`config.mk`:
```
export PLATFORM = sky130hd
export DESIGN_NAME = prog_seq_flat
export DESIGN_NICKNAME = d
export VERILOG_FILES = /design/src/rtl/prog_seq_if.sv /design/src/rtl/prog_seq.sv /design/src/flat_wrapper.sv
export SDC_FILE = /design/constraint.sdc
export NUM_CORES = 1
export LEC_CHECK = 0
export ABC_AREA = 1
export CAP_MARGIN = 10
export CORE_MARGIN = 1.5
export CORE_UTILIZATION = 45
export DETAILED_ROUTE_END_ITERATION = 16
export GPL_ROUTABILITY_DRIVEN = 0
export HOLD_SLACK_MARGIN = 0.15
export PLACE_DENSITY_LB_ADDON = 0.05
export REMOVE_ABC_BUFFERS = 1
export SETUP_SLACK_MARGIN = 0.4
export SLEW_MARGIN = 20
export SYNTH_ARGS = -nofsm -noshare
export SYNTH_HDL_FRONTEND = slang
export SYNTH_SLANG_ARGS = --single-unit
```
`constraint.sdc`:
```
create_clock -name clk -period 1.97 [get_ports clk]
set_clock_uncertainty 0.05 [all_clocks]
set_input_delay 0.2955 -clock clk [delete_from_list [all_inputs] [get_ports clk]]
set_output_delay 0.2955 -clock clk [all_outputs]
set_load 0.005 [all_outputs]
```
`src/rtl/prog_seq_if.sv`:
```
// rtl/prog_seq_if.sv - control and status bundle for the program sequencer
interface prog_seq_if #(
    parameter int instr_width = 9,
    parameter int reg_width   = 8,
    parameter int stack_depth = 4
);
    localparam int SPW = $clog2(stack_depth) + 1;

    logic [instr_width-1:0] start_addr;
    logic                   stall;
    logic                   branch;
    logic                   taken;
    logic                   rel_mode;
    logic [reg_width-1:0]   target;
    logic                   call;
    logic                   ret;
    logic                   halt_req;
    logic [instr_width-1:0] pc_out;
    logic [SPW-1:0]         sp_out;
    logic                   halted;
    logic                   stack_err;

    modport master (
        output start_addr, stall, branch, taken, rel_mode, target, call, ret, halt_req,
        input  pc_out, sp_out, halted, stack_err
    );

    modport slave (
        input  start_addr, stall, branch, taken, rel_mode, target, call, ret, halt_req,
        output pc_out, sp_out, halted, stack_err
    );
endinterface

```
`src/rtl/prog_seq.sv`:
```
// rtl/prog_seq.sv - program counter sequencer with branch, call/return stack and halt
module prog_seq #(
    parameter int instr_width = 9,
    parameter int reg_width   = 8,
    parameter int stack_depth = 4
) (
    input logic       clk,
    input logic       start,
    prog_seq_if.slave bus
);
    localparam int AW  = $clog2(stack_depth);
    localparam int SPW = AW + 1;
    localparam logic [SPW-1:0] DEPTH = SPW'(stack_depth);

    typedef enum logic {RUN, HALT} state_t;

    state_t                 state_q;
    logic [instr_width-1:0] pc_q;
    logic [SPW-1:0]         sp_q;
    logic                   err_q;
    logic [instr_width-1:0] stack_q [stack_depth];

    logic [instr_width-1:0] pc_inc;
    logic [instr_width-1:0] eff_target;
    logic [SPW-1:0]         sp_dec;
    logic [AW-1:0]          push_idx;
    logic [AW-1:0]          pop_idx;

    // Relative targets are sign-extended so negative offsets branch backwards.
    assign pc_inc     = pc_q + instr_width'(1);
    assign eff_target = bus.rel_mode ? pc_q + instr_width'($signed(bus.target))
                                     : instr_width'(bus.target);
    assign sp_dec     = sp_q - SPW'(1);
    assign push_idx   = sp_q[AW-1:0];
    assign pop_idx    = sp_dec[AW-1:0];

    always_ff @(posedge clk) begin
        if (start) begin
            state_q <= RUN;
            pc_q    <= bus.start_addr;
            sp_q    <= '0;
            err_q   <= 1'b0;
        end else if (state_q == RUN && !bus.stall) begin
            if (bus.halt_req) begin
                state_q <= HALT;
            end else if (bus.ret) begin
                if (sp_q != '0) begin
                    pc_q <= stack_q[pop_idx];
                    sp_q <= sp_dec;
                end else begin
                    err_q <= 1'b1;
                    pc_q  <= pc_inc;
                end
            end else if (bus.call) begin
                if (sp_q < DEPTH) begin
                    stack_q[push_idx] <= pc_inc;
                    sp_q              <= sp_q + SPW'(1);
                    pc_q              <= eff_target;
                end else begin
                    err_q <= 1'b1;
                    pc_q  <= pc_inc;
                end
            end else if (bus.branch && bus.taken) begin
                pc_q <= eff_target;
            end else begin
                pc_q <= pc_inc;
            end
        end
    end

    assign bus.pc_out    = pc_q;
    assign bus.sp_out    = sp_q;
    assign bus.halted    = (state_q == HALT);
    assign bus.stack_err = err_q;
endmodule

```
`src/flat_wrapper.sv`:
```
// flat-port wrapper written by rule: the top's interface ports become plain ports
module prog_seq_flat 
#(
    parameter int instr_width = 9,
    parameter int reg_width   = 8,
    parameter int stack_depth = 4
)
  (clk, start, bus_start_addr, bus_stall, bus_branch, bus_taken, bus_rel_mode, bus_target, bus_call, bus_ret, bus_halt_req, bus_pc_out, bus_sp_out, bus_halted, bus_stack_err);
  prog_seq_if #(.instr_width(instr_width), .reg_width(reg_width), .stack_depth(stack_depth)) bus_i ();
  input logic clk;
  input logic start;
  input wire logic [$bits(bus_i.start_addr)-1:0] bus_start_addr;
  input wire logic [$bits(bus_i.stall)-1:0] bus_stall;
  input wire logic [$bits(bus_i.branch)-1:0] bus_branch;
  input wire logic [$bits(bus_i.taken)-1:0] bus_taken;
  input wire logic [$bits(bus_i.rel_mode)-1:0] bus_rel_mode;
  input wire logic [$bits(bus_i.target)-1:0] bus_target;
  input wire logic [$bits(bus_i.call)-1:0] bus_call;
  input wire logic [$bits(bus_i.ret)-1:0] bus_ret;
  input wire logic [$bits(bus_i.halt_req)-1:0] bus_halt_req;
  output wire logic [$bits(bus_i.pc_out)-1:0] bus_pc_out;
  output wire logic [$bits(bus_i.sp_out)-1:0] bus_sp_out;
  output wire logic [$bits(bus_i.halted)-1:0] bus_halted;
  output wire logic [$bits(bus_i.stack_err)-1:0] bus_stack_err;
  assign bus_i.start_addr = bus_start_addr;
  assign bus_i.stall = bus_stall;
  assign bus_i.branch = bus_branch;
  assign bus_i.taken = bus_taken;
  assign bus_i.rel_mode = bus_rel_mode;
  assign bus_i.target = bus_target;
  assign bus_i.call = bus_call;
  assign bus_i.ret = bus_ret;
  assign bus_i.halt_req = bus_halt_req;
  assign bus_pc_out = bus_i.pc_out;
  assign bus_sp_out = bus_i.sp_out;
  assign bus_halted = bus_i.halted;
  assign bus_stack_err = bus_i.stack_err;
  prog_seq #(.instr_width(instr_width), .reg_width(reg_width), .stack_depth(stack_depth)) u_core (.clk(clk), .start(start), .bus(bus_i));
endmodule
```
==> flow_metrics.py, run 1 <==
metrics = {
    "outcome": {
        "status": "finished with violations",
        "violations": "setup timing",
    },
    "logic_synthesis": {
        "synth_warnings": 0,
        "synthCells": 333,
        "async_flop_share_pct": 0,
        "yosys-top-cells-area": "edfxtp_1 45%, nand2_1 7.4%, nor2_1 6.8%",
        "synthDistinctLibCells": 40,
        "avgSynthCellArea_um2": 8.98,
        "synth-seq-cells": 50,
        "ys_seq_area_share_pct": 48.6,
        "syn_area_mm2": 0.00299,
        "yosysTopAreaCellShare_pct": 45.2,
        "synth_edf_count": 45,
        "synth_ff_type": "edfxtp_1",
        "synth_top_area_cell": "edfxtp_1",
    },
    "power": {
        "vdd_drop_max_uv": 366,
        "power_density_mw_per_mm2": 649,
        "power.leakage_nw": 1.93,
        "total_power_mw": 2.97,
    },
    "floorplan": {
        "die_h_um": 84.5,
        "dieArea_mm2": 0.00714,
        "core_area_mm2": 0.00639,
        "num_rows": 29,
        "ios": 40,
        "fp.dieW_um": 84.5,
        "start_util_pct": 46.8,
    },
    "clocking": {
        "ctsLongestPathBuffers": 2,
        "clock-sinks": 50,
        "clk_latency_ns": 0.30,
        "ctsHtreeMaxLevel": 2,
        "cts.clk_slew.worst_paths_ns": 0.10,
        "cts_root_buf": "clkbuf_8",
        "cts_tree": "yes",
        "postCtsHoldBufs": 0,
        "numCtsBuffers": 5,
    },
    "global_route": {
        "grt_max_degree": 20,
        "grtUsageTotal_pct": 24.9,
        "grt_pass1_wl_mm": 13.7,
        "antenna_found_initial": 0,
        "grt_pass1_vias": 2823,
        "overflow": 0,
    },
    "sta": {
        "fin_ws_ns": -0.0478,
        "tightest_slew_ns": 0.627,
        "hold_viol": 0,
        "min_period_ns": 2.02,
        "period_share_pct": 102,
        "max_slew_margin_pct": 57.8,
        "fmax_ghz": 0.496,
        "finalSetupViolations": 4,
        "rsz0062_at_grt": "yes",
        "whs_ns": 0.368,
        "slew_violations": 0,
    },
    "final_layout": {
        "layout.nets": 494,
        "area_growth_pct": 53.2,
        "drive_gt1_share_pct": 37.7,
        "layout.cells.non_filler": 531,
        "final_common_cell": "buf_4",
        "diodes": 0,
        "final_cell_mix": "59 x buf_4, 50 x nand2_1, 50 x nor2_1",
    },
    "worst_hold_path": {
        "min_path_type": "input pin to flip-flop",
    },
    "critical_path": {
        "start_kind": "flip-flop",
        "end_kind": "flip-flop",
        "cp.arrival_ns": 2.14,
        "worstPathMaxFanout": 2,
        "path_class": "flip-flop to flip-flop",
        "crit_required_ns": 2.09,
    },
    "detailed_routing": {
        "drt_iter0_markers": 121,
        "drc_errors": 0,
        "wl_per_cell_um": 16.3,
        "vias": 2780,
        "antenna_left": 0,
        "routed_wl_mm": 8.64,
        "via_per_inst": 5.24,
        "firstDrtPassIters": 5,
    },
    "job": {
        "max-cap-violations": 0,
    },
    "placement": {
        "dp.cells": 492,
        "hpwl_mm": 5.97,
        "port_buffers": 39,
        "pre_cts_slack_ns": -0.477,
    },
}
-- worst max-delay path: stages (launching register included) --
cell      delay, ns
edfxtp_1       0.39
ha_2           0.20
inv_2          0.04
fa_2           0.33
inv_2          0.09
nand2_4        0.06
nand2_4        0.06
and2_4         0.14
xor2_1         0.13
nor2_1         0.05
o21ai_1        0.13
nand2_1        0.08
a21oi_2        0.13
-- kinds of logic after synthesis --
family                   after synthesis  share of synthesized area [%]
AND/OR/NAND/NOR                      144                           21.4
AO/OA/AOI/OAI                         75                           14.5
flip-flops                            50                           48.6
buffers and inverters                 39                           5.32
adder cells (fa/ha/maj)               15                           6.53
XOR/XNOR                              10                           3.68
-- report_power, final --
group	total [mW]	switching, mW	internal [mW]
registers	1.25	0.0275	1.22
logic	1.11	0.550	0.557
clock network	0.615	0.365	0.251
total	2.97	0.942	2.03
-- flip-flops by register name, indices dropped and copies added, names as in the netlist --
register              count
u_core.bus.halted         1
u_core.stack_q           36
u_core.bus.pc_out         9
u_core.bus.sp_out         3
u_core.bus.stack_err      1
-- cells in the mapped netlist, types with 2 or more instances --
master,number
inv_1,23
o21a_1,2
clkbuf_1,4
xor2_1,7
o22ai_1,9
o21ai_0,8
nand3_1,16
a21oi_2,5
nand3_2,2
nor3_4,2
a31oi_1,2
o21ai_1,23
inv_2,5
buf_2,2
ha_1,14
o211ai_1,3
nand2_1,59
dfxtp_1,5
edfxtp_1,45
xnor2_2,2
or2_1,3
nor2_1,54
nor2_2,2
buf_4,2
a21oi_1,19
-- area by class of cell --
cell class                 count  area (µm²)
clock buffer                   5        68.8
clock inverter                 3        21.3
fill                         489        1810
inverter                      30         121
multi-input combinational    244        1690
sequential                    50        1460
tap                           77        96.3
timing repair buffer         121        1120
timing repair inverter         1        7.51
-- metal layers --
metal	track usage (%)	up-vias	share of wire [%]
met3	2.85	15	3.5
met1	31.6	1314	43
met2	44.5	62	51
li1	-	1389	-
met5	0	-	0
met4	7.62	0	2.0
-- through the flow --
step	instance area, µm²	util [%]	TNS, ns
2_1_floorplan	2950	-	-3.28
3_3_place_gp	3830	60.1	-7.77
3_5_place_dp	3830	60.1	-8.25
4_1_cts	4370	68.4	-0.00241
5_1_grt	4580	71.7	-0.593
6_report	4580	71.7	-0.120
-- timing repair --
action / CTS / global route
endpoints found under the setup margin: 68 / 42
gates resized for setup: 87 / 39
pin swaps: 31 / 27
gates cloned: 1 / 1
setup buffers: 18 / 11
-- final timing paths --
check	from	slack, ns	to	depth (start not counted)
max	u_core.bus.pc_out[0]	-0.05	u_core.bus.pc_out[4]	12
min	start	0.37	u_core.bus.halted	2
max reg2reg	u_core.bus.pc_out[0]	-0.05	u_core.bus.pc_out[4]	12
min reg2reg	u_core.bus.halted	0.46	u_core.bus.halted	2
Note: power is estimated with default switching activity, not from simulation.
==> run 2, diff against run 1 <==
==> constraint.sdc (replaced) <==
create_clock -name clk -period 1.8 [get_ports clk]
set_clock_uncertainty 0.05 [all_clocks]
set_input_delay 0.27 -clock clk [delete_from_list [all_inputs] [get_ports clk]]
set_output_delay 0.27 -clock clk [all_outputs]
set_load 0.005 [all_outputs]
==> flow_metrics.py, run 2 (synthesis gave the netlist of run 1 again) <==
metrics = {
    "outcome": {
        "status": "finished with violations",
        "violations": "setup timing",
    },
    "power": {
        "switchingPower_mw": 1.07,
        "power_density_mw_per_mm2": 704,
        "power.internal_mw": 2.44,
        "vdd_drop_max_uv": 489,
        "seq_power_share_pct": 38.9,
        "pwr-share-clk_pct": 23.2,
        "power.leakage_nw": 2.05,
        "sw_frac_of_total_pct": 30.6,
        "pwr-share-comb_pct": 37.8,
    },
    "floorplan": {
        "ios": 40,
        "start_util_pct": 46.8,
        "dieArea_mm2": 0.00714,
        "fp.dieW_um": 84.5,
        "num_rows": 29,
        "core_area_mm2": 0.00639,
        "die_h_um": 84.5,
    },
    "detailed_routing": {
        "drc_errors": 0,
        "drt_iter0_markers": 140,
        "routed_wl_mm": 9.58,
        "vias": 2958,
        "antenna_left": 0,
        "wl_per_cell_um": 17.5,
        "firstDrtPassIters": 5,
        "via_per_inst": 5.40,
    },
    "sta": {
        "hold_viol": 0,
        "tightest_slew_ns": 0.427,
        "max_slew_margin_pct": 71.2,
        "fmax_ghz": 0.503,
        "min_period_ns": 1.99,
        "period_share_pct": 110,
        "fin_ws_ns": -0.187,
        "rsz0062_at_grt": "yes",
        "finalSetupViolations": 11,
        "slew_violations": 0,
    },
    "critical_path": {
        "reg2reg_to": "u_core.bus.pc_out[6]",
        "worstPathMaxFanout": 3,
        "start_kind": "flip-flop",
        "slowest_stage": "edfxtp_1",
        "reg2reg_from": "u_core.bus.pc_out[5]",
        "worstPathCellList": "ha_1 -> a21oi_1 -> nand3_2 -> nand2_1 -> nand3_2 -> nand3_2 -> nand3_2 -> nand2_2 -> a21oi_2",
        "cpMostUsedCell": "nand3_2",
        "crit_required_ns": 1.82,
        "path_class": "flip-flop to flip-flop",
        "end_kind": "flip-flop",
        "cp.arrival_ns": 2.01,
        "r2r_setup_slack_ns": -0.19,
        "reg2regPathDepth": 9,
        "max_stage_delay_ns": 0.47,
    },
    "clocking": {
        "cts_tree": "yes",
        "cts.clk_slew.worst_paths_ns": 0.10,
        "numCtsBuffers": 5,
        "cts_root_buf": "clkbuf_8",
        "clk_latency_ns": 0.31,
        "ctsHtreeMaxLevel": 2,
        "clock-sinks": 50,
        "ctsLongestPathBuffers": 2,
    },
    "final_layout": {
        "layout.nets": 511,
        "largest_reg_flops": 36,
        "utilization_pct": 78.1,
        "diodes": 0,
        "final_area_mm2": 0.00499,
        "area_growth_pct": 66.9,
        "regArea_mm2": 0.00146,
        "fill_cells": 425,
        "layout.cells.non_filler": 548,
        "multi_input_area_mm2": 0.00177,
        "final_common_cell": "nand2_1",
        "top_register": "u_core.stack_q",
        "final_cell_mix": "52 x nand2_1, 51 x buf_4, 46 x buf_6",
        "drive_gt1_share_pct": 45.0,
    },
    "worst_hold_path": {
        "min_path_cells": 3,
        "min_path_type": "input pin to flip-flop",
        "hold_end": "u_core.bus.stack_err",
        "min_from": "start",
    },
    "global_route": {
        "grtUsageTotal_pct": 26.9,
        "antenna_found_initial": 0,
        "grt_pass1_vias": 3042,
        "overflow": 0,
        "grt_max_degree": 16,
        "grt_pass1_wl_mm": 14.7,
    },
    "placement": {
        "dp.cells": 500,
        "placed_area_mm2": 0.00389,
        "hpwl_mm": 5.93,
        "port_buffers": 39,
    },
    "job": {
        "max-cap-violations": 0,
    },
}
run 2: worst max-delay path, delay by kind of cell (launching register included):
kind / cells / cell delay [ns]
flip-flops: 1 / 0.47
adder cells (fa/ha/maj): 1 / 0.37
AND/OR/NAND/NOR: 6 / 0.49
AO/OA/AOI/OAI: 2 / 0.37
run 2: worst max-delay path by stage:
stage	from	to	cells after the start
2_1_floorplan	u_core.bus.sp_out[0]	u_core.bus.pc_out[5]	9
3_3_place_gp	bus_target[0]	u_core.bus.pc_out[8]	15
3_5_place_dp	bus_target[0]	u_core.bus.pc_out[8]	15
4_1_cts	u_core.bus.pc_out[0]	u_core.bus.pc_out[4]	12
5_1_grt	u_core.bus.pc_out[5]	u_core.bus.pc_out[6]	9
6_report	u_core.bus.pc_out[5]	u_core.bus.pc_out[6]	9
run 2: layer usage:
| metal | wire length [µm] | global-route usage [%] | part of all wire, % |
|---|---|---|---|
| met4 | 303 | 10.3 | 3.2 |
| met3 | 453 | 4.03 | 4.7 |
| met2 | 4870 | 47.3 | 51 |
| met5 | 0 | 0 | 0 |
| met1 | 3950 | 33.2 | 41 |
run 2: final cells by class:
type	instances	share of cell area, %
sequential	50	29.3
clock inverter	2	0.752
tap	77	1.93
multi-input combinational	244	35.5
inverter	30	2.78
clock buffer	6	1.45
timing repair buffer	139	28.2
run 2: stage by stage:
step	setup slack [ns]	power [mW]	setup TNS, ns	hold slack [ns]
floorplan	-0.508	1.86	-6.88	0.292
global placement	-0.588	2.28	-13.70	0.405
detailed placement	-0.637	2.30	-14.07	0.424
CTS	-0.188	3.33	-0.693	0.352
global route	-0.279	3.66	-1.91	0.380
finish	-0.187	3.51	-0.888	0.362
run 2: repair_timing:
item	in CTS	in global routing
endpoints found under the setup margin	87	86
gates cloned	6	1
resized for setup	154	56
setup buffers	24	9
pin swaps	39	34
hold buffers	0	0
run 2: power by group through the flow:
stage	Clock, mW	Sequential (mW)	Combinational [mW]
final	0.816	1.37	1.33
after global routing	0.861	1.37	1.43
after floorplan	0	1.41	0.448
after global placement	0	1.39	0.894
after CTS	0.811	1.36	1.15
after detailed placement	0	1.39	0.913
==> run 3, diff against run 2 <==
--- a/config.mk
+++ b/config.mk
@@ -8,8 +8,9 @@
 export ABC_AREA = 1
 export CAP_MARGIN = 10
 export CORE_MARGIN = 1.5
-export CORE_UTILIZATION = 45
+export CORE_UTILIZATION = 46
 export DETAILED_ROUTE_END_ITERATION = 16
+export DONT_BUFFER_PORTS = 1
 export GPL_ROUTABILITY_DRIVEN = 0
 export HOLD_SLACK_MARGIN = 0.15
 export PLACE_DENSITY_LB_ADDON = 0.05
==> flow_metrics.py, run 3 (synthesis gave the netlist of run 1 again) <==
metrics = {
    "outcome": {
        "status": "finished with violations",
        "violations": "setup timing",
    },
    "critical_path": {
        "max_stage_delay_ns": 0.41,
        "crit_required_ns": 1.82,
        "path_class": "flip-flop to flip-flop",
        "critical_path.n_buffers_inverters": 4,
        "worstPathMaxFanout": 4,
        "start_kind": "flip-flop",
        "cp.arrival_ns": 1.98,
        "end_kind": "flip-flop",
        "slowest_stage": "edfxtp_1",
        "crit_family": "buffers and inverters",
        "cpMostUsedCell": "buf_6",
        "worstPathCellList": "buf_4 -> buf_6 -> buf_6 -> buf_6 -> ha_4 -> nand3_4 -> nor2_4 -> xor2_2 -> o21ai_1 -> nand3_2 -> nand2_1 -> a21oi_2",
    },
    "sta": {
        "hold_viol": 0,
        "tns_ns": -1.02,
        "rsz0062_at_grt": "yes",
        "min_period_ns": 1.96,
        "finalSetupViolations": 20,
        "tightest_slew_ns": 0.308,
        "period_share_pct": 109,
        "fmax_ghz": 0.509,
        "whs_ns": 0.124,
        "max_slew_margin_pct": 79.4,
        "slew_violations": 0,
        "fin_ws_ns": -0.165,
    },
    "placement": {
        "pre_cts_slack_ns": -0.247,
        "port_buffers": 0,
        "hpwl_mm": 5.34,
    },
    "power": {
        "power_density_mw_per_mm2": 779,
        "vdd_drop_max_uv": 443,
        "pwr-share-clk_pct": 27.5,
        "power.internal_mw": 2.38,
        "seq_power_share_pct": 41.1,
        "switchingPower_uw": 949,
        "sw_frac_of_total_pct": 28.5,
        "power.leakage_nw": 1.68,
        "pwr-share-comb_pct": 31.4,
    },
    "global_route": {
        "grt_pass1_wl_mm": 12.9,
        "grt_pass1_vias": 2557,
        "antenna_found_initial": 0,
        "overflow": 0,
        "grtUsageTotal_pct": 23.7,
        "grt_max_degree": 16,
    },
    "detailed_routing": {
        "wl_met3_um": 475,
        "firstDrtPassIters": 4,
        "antenna_left": 0,
        "wl_per_cell_um": 17.1,
        "top_layer": "met4",
        "drc_errors": 0,
        "routed_wl_mm": 8.16,
        "drt_iter0_markers": 98,
        "vias": 2518,
        "via_per_inst": 5.28,
        "wl_met2_mm": 4.23,
        "met1Wirelength_mm": 3.31,
    },
    "floorplan": {
        "fp.dieW_um": 83.6,
        "dieArea_mm2": 0.00699,
        "ios": 40,
        "num_rows": 29,
        "start_util_pct": 47.3,
        "die_h_um": 83.6,
        "core_area_mm2": 0.00631,
    },
    "final_layout": {
        "diodes": 0,
        "final_cell_mix": "50 x nand2_1, 48 x nor2_1, 45 x edfxtp_1",
        "largest_reg_flops": 36,
        "drive_gt1_share_pct": 39.0,
        "top_register": "u_core.stack_q",
        "layout.nets": 440,
        "final_common_cell": "nand2_1",
        "area_growth_pct": 43.1,
    },
    "clocking": {
        "clock-sinks": 50,
        "ctsHtreeMaxLevel": 2,
        "cts_tree": "yes",
        "cts_root_buf": "clkbuf_8",
        "numCtsBuffers": 5,
        "cts.clk_slew.worst_paths_ns": 0.09,
        "clk_latency_ns": 0.30,
        "ctsLongestPathBuffers": 2,
    },
    "worst_hold_path": {
        "min_path_type": "input pin to flip-flop",
    },
    "job": {
        "max-cap-violations": 0,
    },
}
[run 3: worst paths after layout]
kind	cells past startpoint	end	slack, ns	startpoint
worst max-delay path	12	u_core.bus.pc_out[6]	-0.16	u_core.bus.pc_out[0]
worst min-delay path	3	u_core.bus.halted	0.12	bus_stall
worst max register to register	12	u_core.bus.pc_out[6]	-0.16	u_core.bus.pc_out[0]
worst min register to register	2	u_core.bus.stack_err	0.47	u_core.bus.stack_err
[run 3: through the flow]
stage                     util [%]  power, mW  instances  instance area (µm²)
final                         67.8       3.33        477                 4280
after CTS                     64.1       3.23        471                 4050
after floorplan                  -       1.86        324                 2950
after detailed placement      53.0       2.14        440                 3350
after global placement        53.0       2.13        440                 3350
after global routing          67.8       3.48        477                 4280
[run 3: final cells by class]
class                      count  area, µm²
inverter                      30        123
tap                           77       96.3
fill                         482       2040
sequential                    50       1460
clock buffer                   5       68.8
clock inverter                 3       63.8
timing repair buffer          68        712
multi-input combinational    244       1760
[run 3: worst register-to-register path: stages (launching register included)]
cell,delay [ns]
edfxtp_1,0.41
buf_4,0.15
buf_6,0.10
buf_6,0.10
buf_6,0.13
ha_4,0.17
nand3_4,0.08
nor2_4,0.05
xor2_2,0.16
o21ai_1,0.12
nand3_2,0.08
nand2_1,0.07
a21oi_2,0.05
[run 3: power groups by stage]
stage	clock [mW]	combinational (mW)	sequential, mW
2_1_floorplan	0	0.448	1.41
6_report	0.917	1.05	1.37
4_1_cts	0.931	0.936	1.37
3_3_place_gp	0	0.738	1.39
3_5_place_dp	0	0.744	1.39
5_1_grt	0.957	1.15	1.37
[run 3: routing by layer]
layer | vias up | track usage (%)
li1 | 1280 | -
met1 | 1156 | 28.8
met2 | 67 | 42.9
met3 | 15 | 4.15
met4 | 0 | 7.00
met5 | - | 0
[run 3: what timing repair did]
action                                  CTS  global route
hold endpoints to repair                  6             0
gates cloned                              7             1
hold buffers                              6             0
resized for setup                        80            39
endpoints found under the setup margin   82            78
setup buffers                            10             6
pin swaps                                30            34
